File: src/rtl/mips_muldiv_if.sv
// Handshake and operand/result bundle between the pipeline control and the
// MIPS multiply/divide unit.
interface mips_muldiv_if #(
    parameter int WIDTH = 32
);
    logic             start;
    logic [2:0]       op;
    logic [WIDTH-1:0] a;
    logic [WIDTH-1:0] b;
    logic             flush;
    logic             busy;
    logic             done;
    logic             div_by_zero;
    logic [WIDTH-1:0] hi;
    logic [WIDTH-1:0] lo;

    modport master (
        output start, op, a, b, flush,
        input  busy, done, div_by_zero, hi, lo
    );

    modport slave (
        input  start, op, a, b, flush,
        output busy, done, div_by_zero, hi, lo
    );
endinterface

File: src/rtl/mips_muldiv_unit.sv
// Iterative MULT/MULTU/DIV/DIVU unit with HI/LO registers and MTHI/MTLO.
// One shift-add or restoring-divide step per cycle, then a sign-fix cycle.
module mips_muldiv_unit #(
    parameter int WIDTH = 32,
    parameter int CNT_W = $clog2(WIDTH) + 1
) (
    input logic          clk,
    input logic          rst_n,
    mips_muldiv_if.slave bus
);
    localparam logic [2:0] OP_MULTU = 3'd0;
    localparam logic [2:0] OP_MULT  = 3'd1;
    localparam logic [2:0] OP_DIVU  = 3'd2;
    localparam logic [2:0] OP_DIV   = 3'd3;
    localparam logic [2:0] OP_MTHI  = 3'd4;
    localparam logic [2:0] OP_MTLO  = 3'd5;

    typedef enum logic [1:0] {IDLE, MUL, DIV, FIX} state_t;

    state_t               state, state_next;
    logic [2*WIDTH-1:0]   acc;
    logic [WIDTH-1:0]     m;
    logic [CNT_W-1:0]     count;
    logic                 neg_res;
    logic                 neg_rem;
    logic                 is_div;
    logic                 b_zero;
    logic [WIDTH-1:0]     hi_q, lo_q;
    logic                 done_q, dbz_q;

    logic                 accept;
    logic                 signed_op;
    logic                 sign_a, sign_b;
    logic [WIDTH-1:0]     a_mag, b_mag;
    logic                 last_step;
    logic [WIDTH:0]       mul_sum;
    logic [2*WIDTH-1:0]   mul_next;
    logic [WIDTH:0]       rem_shift;
    logic [WIDTH:0]       trial;
    logic [2*WIDTH-1:0]   div_next;
    logic [2*WIDTH-1:0]   prod_fix;
    logic [WIDTH-1:0]     rem_fix, quot_fix;

    assign accept    = (state == IDLE) && bus.start && !bus.flush;
    assign signed_op = (bus.op == OP_MULT) || (bus.op == OP_DIV);
    assign sign_a    = signed_op && bus.a[WIDTH-1];
    assign sign_b    = signed_op && bus.b[WIDTH-1];
    assign a_mag     = sign_a ? -bus.a : bus.a;
    assign b_mag     = sign_b ? -bus.b : bus.b;
    assign last_step = (count == CNT_W'(WIDTH - 1));

    // Multiply: upper half accumulates the multiplicand, lower half holds
    // the multiplier bits still to be consumed; shift right every step.
    assign mul_sum  = {1'b0, acc[2*WIDTH-1:WIDTH]} + {1'b0, (acc[0] ? m : {WIDTH{1'b0}})};
    assign mul_next = {mul_sum, acc[WIDTH-1:1]};

    // Divide: upper half is the partial remainder, lower half shifts the
    // dividend out and the quotient bits in.
    assign rem_shift = acc[2*WIDTH-1:WIDTH-1];
    assign trial     = rem_shift - {1'b0, m};
    assign div_next  = trial[WIDTH]
                     ? {rem_shift[WIDTH-1:0], acc[WIDTH-2:0], 1'b0}
                     : {trial[WIDTH-1:0],     acc[WIDTH-2:0], 1'b1};

    assign prod_fix = neg_res ? -acc : acc;
    assign rem_fix  = neg_rem ? -acc[2*WIDTH-1:WIDTH] : acc[2*WIDTH-1:WIDTH];
    assign quot_fix = neg_res ? -acc[WIDTH-1:0] : acc[WIDTH-1:0];

    // NOTE: sequential state uses non-blocking assignments so every register
    // samples pre-edge values, independent of block ordering.
    always_ff @(posedge clk or negedge rst_n) begin
        if (!rst_n) state <= IDLE;
        else        state <= state_next;
    end

    // NOTE: next state is defaulted first so no path through the case
    // leaves it unassigned, which would infer a latch.
    always_comb begin
        state_next = state;
        case (state)
            IDLE: begin
                if (accept) begin
                    if (bus.op == OP_MULTU || bus.op == OP_MULT)    state_next = MUL;
                    else if (bus.op == OP_DIVU || bus.op == OP_DIV) state_next = DIV;
                end
            end
            MUL, DIV: begin
                if (bus.flush)     state_next = IDLE;
                else if (last_step) state_next = FIX;
            end
            FIX:     state_next = IDLE;
            default: state_next = IDLE;
        endcase
    end

    always_ff @(posedge clk or negedge rst_n) begin
        if (!rst_n) begin
            acc     <= '0;
            m       <= '0;
            count   <= '0;
            neg_res <= 1'b0;
            neg_rem <= 1'b0;
            is_div  <= 1'b0;
            b_zero  <= 1'b0;
            hi_q    <= '0;
            lo_q    <= '0;
            done_q  <= 1'b0;
            dbz_q   <= 1'b0;
        end else begin
            done_q <= 1'b0;
            dbz_q  <= 1'b0;
            case (state)
                IDLE: begin
                    if (accept) begin
                        count <= '0;
                        case (bus.op)
                            OP_MULTU, OP_MULT: begin
                                acc     <= {{WIDTH{1'b0}}, b_mag};
                                m       <= a_mag;
                                neg_res <= sign_a ^ sign_b;
                                neg_rem <= 1'b0;
                                is_div  <= 1'b0;
                                b_zero  <= 1'b0;
                            end
                            OP_DIVU, OP_DIV: begin
                                acc     <= {{WIDTH{1'b0}}, a_mag};
                                m       <= b_mag;
                                neg_res <= sign_a ^ sign_b;
                                neg_rem <= sign_a;
                                is_div  <= 1'b1;
                                b_zero  <= (bus.b == '0);
                            end
                            OP_MTHI: hi_q <= bus.a;
                            OP_MTLO: lo_q <= bus.a;
                            default: ;
                        endcase
                    end
                end
                MUL: begin
                    acc   <= mul_next;
                    count <= count + CNT_W'(1);
                end
                DIV: begin
                    acc   <= div_next;
                    count <= count + CNT_W'(1);
                end
                FIX: begin
                    if (!bus.flush) begin
                        done_q <= 1'b1;
                        if (is_div) begin
                            // With a zero divisor the remainder path rebuilds
                            // the original dividend; the quotient is all ones.
                            hi_q  <= rem_fix;
                            lo_q  <= b_zero ? {WIDTH{1'b1}} : quot_fix;
                            dbz_q <= b_zero;
                        end else begin
                            hi_q <= prod_fix[2*WIDTH-1:WIDTH];
                            lo_q <= prod_fix[WIDTH-1:0];
                        end
                    end
                end
                default: ;
            endcase
        end
    end

    assign bus.busy        = (state != IDLE);
    assign bus.done        = done_q;
    assign bus.div_by_zero = dbz_q;
    assign bus.hi          = hi_q;
    assign bus.lo          = lo_q;
endmodule
File: src/flat_wrapper.sv
// flat-port wrapper written by rule: the top's interface ports become plain ports
module mips_muldiv_unit_flat 
#(
    parameter int WIDTH = 32,
    parameter int CNT_W = $clog2(WIDTH) + 1
)
  (clk, rst_n, bus_start, bus_op, bus_a, bus_b, bus_flush, bus_busy, bus_done, bus_div_by_zero, bus_hi, bus_lo);
  mips_muldiv_if #(.WIDTH(WIDTH)) bus_i ();
  input logic clk;
  input logic rst_n;
  input wire logic [$bits(bus_i.start)-1:0] bus_start;
  input wire logic [$bits(bus_i.op)-1:0] bus_op;
  input wire logic [$bits(bus_i.a)-1:0] bus_a;
  input wire logic [$bits(bus_i.b)-1:0] bus_b;
  input wire logic [$bits(bus_i.flush)-1:0] bus_flush;
  output wire logic [$bits(bus_i.busy)-1:0] bus_busy;
  output wire logic [$bits(bus_i.done)-1:0] bus_done;
  output wire logic [$bits(bus_i.div_by_zero)-1:0] bus_div_by_zero;
  output wire logic [$bits(bus_i.hi)-1:0] bus_hi;
  output wire logic [$bits(bus_i.lo)-1:0] bus_lo;
  assign bus_i.start = bus_start;
  assign bus_i.op = bus_op;
  assign bus_i.a = bus_a;
  assign bus_i.b = bus_b;
  assign bus_i.flush = bus_flush;
  assign bus_busy = bus_i.busy;
  assign bus_done = bus_i.done;
  assign bus_div_by_zero = bus_i.div_by_zero;
  assign bus_hi = bus_i.hi;
  assign bus_lo = bus_i.lo;
  mips_muldiv_unit #(.WIDTH(WIDTH), .CNT_W(CNT_W)) u_core (.clk(clk), .rst_n(rst_n), .bus(bus_i));
endmodule
File: config.mk
export PLATFORM = sky130hd
export DESIGN_NAME = mips_muldiv_unit_flat
export DESIGN_NICKNAME = d
export VERILOG_FILES = /design/src/rtl/mips_muldiv_if.sv /design/src/rtl/mips_muldiv_unit.sv /design/src/flat_wrapper.sv
export SDC_FILE = /design/constraint.sdc
export NUM_CORES = 1
export LEC_CHECK = 0
export CORE_MARGIN = 3
export CORE_UTILIZATION = 60
export DETAILED_ROUTE_END_ITERATION = 6
export GPL_ROUTABILITY_DRIVEN = 0
export HOLD_SLACK_MARGIN = 0.02
export PLACE_DENSITY = 0.81
export SKIP_LAST_GASP = 1
export SLEW_MARGIN = 20
export SYNTH_ARGS = -nofsm -noshare
export SYNTH_HDL_FRONTEND = slang
export SYNTH_SLANG_ARGS = --single-unit
export TNS_END_PERCENT = 10
File: constraint.sdc
create_clock -name clk -period 4.1 [get_ports clk]
set_clock_uncertainty 0.15 [all_clocks]
set_input_delay 0.41 -clock clk [delete_from_list [all_inputs] [get_ports clk]]
set_output_delay 0.41 -clock clk [all_outputs]
set_load 0.02 [all_outputs]
==> summary.txt, run 1 <==
Logic synthesis
  • Post-synth EDFFs: 0
  • Syn avg cell area: 7.87 µm²
  • Synth Flop Type: dfrtp_1
  • Synth Register Bits: 174
  • Synth unique cells: 73
  • Sequential cell area fraction in the yosys report: 0.291
  • Synthesized netlist cell count: around 1900
  • Yosys warning count: 0
  • Post-synth net total: between 2000 and 2500
  • Async SR Flop Fraction: 1.00
  • Mapped Area: 0.0150 mm²

Clocking
  • CTS Buf Count: 17
  • Clock transition at the registers of the reported paths: ~70 ps
  • CTS HTree Levels: 4
  • Root Driver: clkbuf_16
  • Clock tree buffer depth: 2
  • CTS tree: built
  • # clock sinks: between 150 and 200
  • Post-CTS sizing: 0
  • Worst-Skew Late Latency: about 450 ps

Setup path
  • CP Class: register to register
  • WP data arrival: 4130 ps
  • Buf/Inv on CP: 2
  • Top cell by count, worst path: o21ai_0
  • RR Startpoint: u_core.acc[31]
  • Startpoint Class: register
  • Reg2Reg Depth: 13
  • Crit-path slowest cell: dfrtp_1
  • Crit-path max FO: 15
  • Worst path cell trace: inv_1, ha_1, fa_1, nand2b_1, a21oi_1, o221a_2, o211ai_1, a211oi_1, o21ai_0, xnor2_2, buf_4, mux2_2, o21ai_0
  • Crit path capture type: register
  • Critical path's largest stage delay: roughly 470 ps
  • Flop2flop setup slack: about 170 ps
  • Family with the most delay on the worst path: compound AO/OA/AOI/OAI gates
  • WP data required: 4300 ps
  • Reg2reg end: u_core.acc[32]

Status
  • Status: finished with violations
  • Failing checks: design-rule violations

Worst hold path
  • Worst-case hold path end point: u_core.bus.hi[8]
  • Hold path start: u_core.bus.hi[8]
  • Worst hold path class: register to register
  • WHS Path Cells: 1

Cells and area
  • N_diodes: 0
  • Final #Nets: 2143
  • Most common cell after layout, fill and taps aside: nand2_1
  • Utilization after layout: 0.716
  • Layout area overhead: 16.5%
  • Layout cells sized above 1: 0.0647
  • Final non-filler cell total: between 2000 and 2500
  • Fin area: between 0.015 and 0.02 mm²
  • Commonest cells after routing, fill and taps aside: 217 x nand2_1, 177 x o21ai_0, 174 x dfrtp_1, 157 x nor2_1, 150 x a21oi_1

Flow run
  • Max cap viols: 0

Floorplan
  • Core Region: roughly 0.024 mm²
  • DIE AREA: approximately 0.027 mm²
  • IO Count: ~140
  • Row count: 57
  • Die height: between 150 and 200 µm
  • DIE WIDTH: 164 µm
  • Starting Density: 0.614

Pwr
  • Power Density: 807 mW/mm²
  • Worst-case vdd ir drop: roughly 0.43 mV
  • P_leak: approximately 7.5 nW

Route
  • Via count: ~16000
  • Drt wl/cell: between 20 and 25 µm
  • DR vias/cell: a little under 7
  • Post-Route WL: between 50000 and 60000 µm
  • DRC: 1
  • Pre-antenna DRT Iters: 7
  • DR iter-0 viols: 2382
  • Detail Route Antenna Nets: 0

STA
  • Fmax: around 0.25 GHz
  • Worst rel slew slack: 0.275
  • # setup viols final: 0
  • TNS Setup: 0 ps
  • Tmin final: between 3000 and 4000 ps
  • Max-slew violations: 0
  • Fin crit share: 0.958
  • RSZ-0062 raised after global routing: yes
  • Final hold viol count: 0
  • Worst-margin pin slew: 1090 ps

Global routing
  • Overall Global Routing Usage: 0.385
  • Number of global-route vias before repair: around 14000
  • First-pass GRT wire length: about 81000 µm
  • Largest net degree at the start of global routing: ~100
  • Initial antenna violation count: 1
  • Grt total ovfl: 0

Place
  • Placed cell area: 0.0168 mm²
  • DP HPWL: between 30000 and 40000 µm
  • I/O Buffers: between 100 and 150
  • Placed Instances: about 2300
-- cell type report --
class | instances | area [µm²]
Clock inverter | 14 | 165
Fill cell | 1909 | 6940
Sequential cell | 174 | 4350
Clock buffer | 18 | 439
Multi-Input combinational cell | 1542 | 9960
Inverter | 62 | 233
Timing Repair Buffer | 200 | 1900
Tap cell | 324 | 405
-- power breakdown --
| part | internal [W] | switching [W] | total (W) |
|---|---|---|---|
| Combinational | 0.00358 | 0.00557 | 0.00915 |
| Clock | 0.000890 | 0.000837 | 0.00173 |
| Sequential | 0.00240 | 0.000810 | 0.00321 |
-- routing by layer --
metal	up-vias	part of all wire	GRT usage
li1	7131	-	-
met1	7377	0.39	0.540
met2	1167	0.41	0.560
met3	214	0.13	0.0759
met4	2	0.064	0.205
met5	-	0.00025	0
-- through the flow --
stage | total power (W) | worst slack [ps] | hold WS [ps]
global placement | 0.0118 | 430 | 309
global route | 0.0149 | -2.43 | 341
floorplan | 0.00916 | 603 | -35.6
detailed placement | 0.0120 | 289 | 316
CTS | 0.0138 | 253 | 331
finish | 0.0141 | 173 | 327
-- cells in the mapped netlist, types with 5 or more instances --
cell type  count  area, µm²
ha_1          73        913
and3_1        10       62.6
xor2_1        64        561
a221o_1        5       50.1
and2_1        18        113
nor4_1        15       93.8
nand4_1       13       81.3
a21oi_1      151        756
nand3_1       36        180
o31ai_1       27        203
or2_2          9       56.3
a211oi_1      15        113
o21ai_1       12       60.1
nand2_1      217        815
o21bai_1       8       60.1
nor2_1       157        589
clkbuf_1     116        435
o21a_1         9       67.6
a22oi_1       50        375
mux2i_1       59        591
nor3b_1        6       45.0
a21o_1        25        188
or3_1         17        106
o21ai_0      177        886
xnor2_1      107        937
o211ai_1      20        150
o221ai_1      36        315
nor2b_1        9       56.3
nand2b_1      23        144
o22ai_1       37        231
dfrtp_1      174       4350
or4_1         14        105
nor3_1        32        160
a31oi_1       13       81.3
o41ai_1       12        105
inv_1         61        229
-- kinds of logic (layout without fill, tap and decap cells) --
logic type | count (synthesis) | in the layout | share of synthesized area
AO/OA/AOI/OAI | 635 | 635 | 0.267
AND/OR/NAND/NOR | 598 | 598 | 0.188
buffers and inverters | 187 | 294 | 0.0482
flip-flops | 174 | 174 | 0.291
XOR/XNOR | 171 | 171 | 0.100
adder cells (fa/ha/maj) | 75 | 75 | 0.0637
multiplexers | 63 | 63 | 0.0424
-- worst max-delay path by stage --
stage / startpoint / end / depth (start not counted)
floorplan: u_core.acc[31] / u_core.acc[37] / 13
global placement: bus_b[9] / u_core.acc[28] / 8
detailed placement: u_core.acc[31] / u_core.acc[32] / 13
CTS: u_core.acc[31] / u_core.acc[32] / 13
global route: u_core.acc[31] / u_core.acc[47] / 13
finish: u_core.acc[31] / u_core.acc[32] / 13
-- worst register-to-register path: stages, from the launching register on --
cell and delay, ps:
dfrtp_1 470, inv_1 90, ha_1 230, fa_1 400
nand2b_1 180, a21oi_1 250, o221a_2 310, o211ai_1 170
a211oi_1 340, o21ai_0 230, xnor2_2 190, buf_4 300
mux2_2 380, o21ai_0 150
-- flip-flops by register name (all words and copies together) (netlist names), 2 cells and up --
| name | cells |
|---|---|
| u_core.state | 2 |
| u_core.m | 32 |
| u_core.bus.hi | 32 |
| u_core.acc | 64 |
| u_core.bus.lo | 32 |
| u_core.count | 6 |
-- timing repair --
item	4_1_cts	5_1_grt
endpoints found under the hold margin	82	0
setup endpoints to repair	0	1
setup buffers	0	0
hold buffers	1	0
(Power assumes the default switching activity.)
==> run 2, diff against run 1 <==
--- a/config.mk
+++ b/config.mk
@@ -5,12 +5,15 @@
 export SDC_FILE = /design/constraint.sdc
 export NUM_CORES = 1
 export LEC_CHECK = 0
+export CELL_PAD_IN_SITES_DETAIL_PLACEMENT = 1
+export CELL_PAD_IN_SITES_GLOBAL_PLACEMENT = 2
+export CORE_ASPECT_RATIO = 1.75
 export CORE_MARGIN = 3
-export CORE_UTILIZATION = 60
+export CORE_UTILIZATION = 32
 export DETAILED_ROUTE_END_ITERATION = 6
 export GPL_ROUTABILITY_DRIVEN = 0
 export HOLD_SLACK_MARGIN = 0.02
-export PLACE_DENSITY = 0.81
+export PLACE_DENSITY = 0.76
 export SKIP_LAST_GASP = 1
 export SLEW_MARGIN = 20
 export SYNTH_ARGS = -nofsm -noshare
==> constraint.sdc (replaced) <==
create_clock -name clk -period 3.6 [get_ports clk]
set_clock_uncertainty 0.15 [all_clocks]
set_input_delay 0.36 -clock clk [delete_from_list [all_inputs] [get_ports clk]]
set_output_delay 0.36 -clock clk [all_outputs]
set_load 0.02 [all_outputs]
==> run 2 against run 1 <==
Compared with the run above:
- the run now ends clean
- fmax is 11% higher
- hold slack better by 7.6 ps
- clock-buffer cell count stayed put
- die area is 84% higher
- combinational power is 36% higher
- worst setup slack worse by 110 ps
- first-iteration DRC count is 63% lower
- critical path depth stayed put
- sequential power is 6.5% higher
- cell count is 19% higher
- utilization is 30 points lower
- largest cell class unchanged
==> summary.txt, run 2 (synthesized netlist as in run 1, its figures left out) <==
Cells and area
  • Layout area overhead: 29.5%
  • Register area: 0.00436 mm²
  • Multi-input logic area: ~0.010 mm²
  • Layout cells sized above 1: 0.154
  • Most common cell after layout, fill and taps aside: buf_4
  • Max FFs per register: 64
  • Final #Nets: between 2000 and 2500
  • Final non-filler cell total: about 2800
  • Fillers: between 5000 and 6000
  • Fin area: between 0.015 and 0.02 mm²
  • Reg with most FFs: u_core.acc
  • Commonest cells after routing, fill and taps aside: 243 x buf_4, 217 x nand2_1, 173 x dfrtp_1, 172 x o21ai_0, 155 x nor2_1

Global routing
  • Overall Global Routing Usage: 0.281
  • Initial antenna violation count: 0
  • Met3 Use GR: 0.0248
  • First-pass GRT wire length: ~110000 µm
  • Met1 Use GR: 0.281
  • GR peak layer: met2
  • Number of global-route vias before repair: 17200
  • Grt total ovfl: 0
  • Largest net degree at the start of global routing: 72
  • GR Util met2: 0.515

Setup path
  • Startpoint Class: register
  • Crit-path slowest cell: dfrtp_1
  • WP data required: about 3800 ps
  • Critical path's largest stage delay: between 400 and 500 ps
  • WP data arrival: between 3000 and 4000 ps
  • Worst path cell trace: ha_1, a21o_1, or3_1, o221a_2, o211ai_1, a211oi_2, o21ai_2, xnor2_2, buf_12, buf_8, buf_4, o2bb2a_1, o211ai_1
  • Crit path capture type: register
  • Crit-path max FO: 6
  • Top cell by count, worst path: o211ai_1
  • CP Class: register to register

Route
  • DR vias/cell: 5.82
  • Via count: around 16000
  • DR iter-0 viols: 880
  • Drt wl/cell: 25.4 µm
  • Pre-antenna DRT Iters: 5
  • Detail Route Antenna Nets: 0
  • DRC: 0
  • Post-Route WL: around 70000 µm

Clocking
  • # clock sinks: ~170
  • CTS tree: built
  • Root Driver: clkbuf_16
  • CTS Buf Count: 17
  • Clock tree buffer depth: 2
  • Worst-Skew Late Latency: between 400 and 500 ps
  • Clock transition at the registers of the reported paths: about 80 ps
  • CTS HTree Levels: 4

Floorplan
  • Starting Density: 0.324
  • DIE WIDTH: approximately 170 µm
  • Core Region: approximately 0.046 mm²
  • Die height: slightly below 300 µm
  • IO Count: 138
  • Row count: 104
  • DIE AREA: about 0.05 mm²

STA
  • Tmin final: about 3500 ps
  • Setup ws final: around 66 ps
  • Fmax: about 0.28 GHz
  • Worst-margin pin slew: 1010 ps
  • Worst rel slew slack: 0.320
  • Final hold viol count: 0
  • WHS: between 300 and 400 ps
  • RSZ-0062 raised after global routing: yes
  • # setup viols final: 0
  • Max-slew violations: 0
  • Fin crit share: 0.982

Place
  • Placed Instances: 2746
  • Dpl ws: -243 ps
  • Placed cell area: ~0.019 mm²
  • DP HPWL: 57800 µm
  • I/O Buffers: between 100 and 150

Pwr
  • Power share of the combinational group: 0.698
  • Power Density: 913 mW/mm²
  • P_leak: 8.42 nW
  • Sequential cell fraction of total power: 0.193
  • Worst-case vdd ir drop: around 0.47 mV
  • Net Sw Power: approximately 0.009 W
  • Clock power share: 0.109
  • Sw frac: 0.509
  • Pwr Total: about 0.018 W
  • Internal power: around 0.0087 W

Status
  • Status: complete, no violations

Flow run
  • Max cap viols: 0

Worst hold path
  • Worst hold path class: register to register
## run 2: path summary, 6_finish.rpt
path                                      to               from  cells past startpoint  slack (ps)
setup / recovery              u_core.acc[61]     u_core.acc[36]                     13          70
hold / removal             u_core.bus.lo[15]  u_core.bus.lo[15]                      2         340
setup reg to reg              u_core.acc[61]     u_core.acc[36]                     13          70
hold reg to reg            u_core.bus.lo[15]  u_core.bus.lo[15]                      2         340
max in group asynchronous    u_core.bus.done              rst_n                      3        2130
min in group asynchronous   u_core.bus.lo[5]              rst_n                      2         350
## run 2: through the flow
stage / utilization / setup TNS, ps
2_1_floorplan: - / 0
3_3_place_gp: 0.403 / -744
3_5_place_dp: 0.403 / -1430
4_1_cts: 0.416 / -65.4
5_1_grt: 0.420 / -1690
6_report: 0.420 / 0
## run 2: final cells by class
type	instances	share of cell area
timing repair buffer	392	0.177
clock buffer	18	0.0227
antenna	1	0.000129
inverter	62	0.0120
tap	583	0.0376
clock inverter	14	0.00723
sequential	174	0.225
multi-input combinational	1542	0.519
## run 2: power by group through the flow
stage	Sequential, W	Clock [W]	Combinational (W)
floorplan	0.00369	0	0.00675
CTS	0.00342	0.00195	0.0122
global route	0.00351	0.00202	0.0134
detailed placement	0.00345	0	0.0121
finish	0.00342	0.00192	0.0124
global placement	0.00342	0	0.0118
## run 2: critical path, delay by kind of cell (launching register included)
family	cells	cell delay (ps)
adder cells (fa/ha/maj)	1	300
AND/OR/NAND/NOR	1	380
XOR/XNOR	1	110
AO/OA/AOI/OAI	7	1630
buffers and inverters	3	460
flip-flops	1	420
## run 2: per-layer routing
| layer | part of all wire | vias to the layer above | wire length (µm) |
|---|---|---|---|
| li1 | - | 7493 | - |
| met1 | 0.34 | 8071 | 24200 |
| met2 | 0.52 | 448 | 37000 |
| met3 | 0.028 | 213 | 2000 |
| met4 | 0.11 | 0 | 7500 |
| met5 | 0 | - | 0 |
## run 2: timing repair
item | CTS | global route
hold buffers | 1 | 0
hold endpoints to repair | 69 | 0
pin swaps | 4 | 17
buffers inserted | 0 | 7
gates resized for setup | 10 | 22
endpoints found under the setup margin | 25 | 35
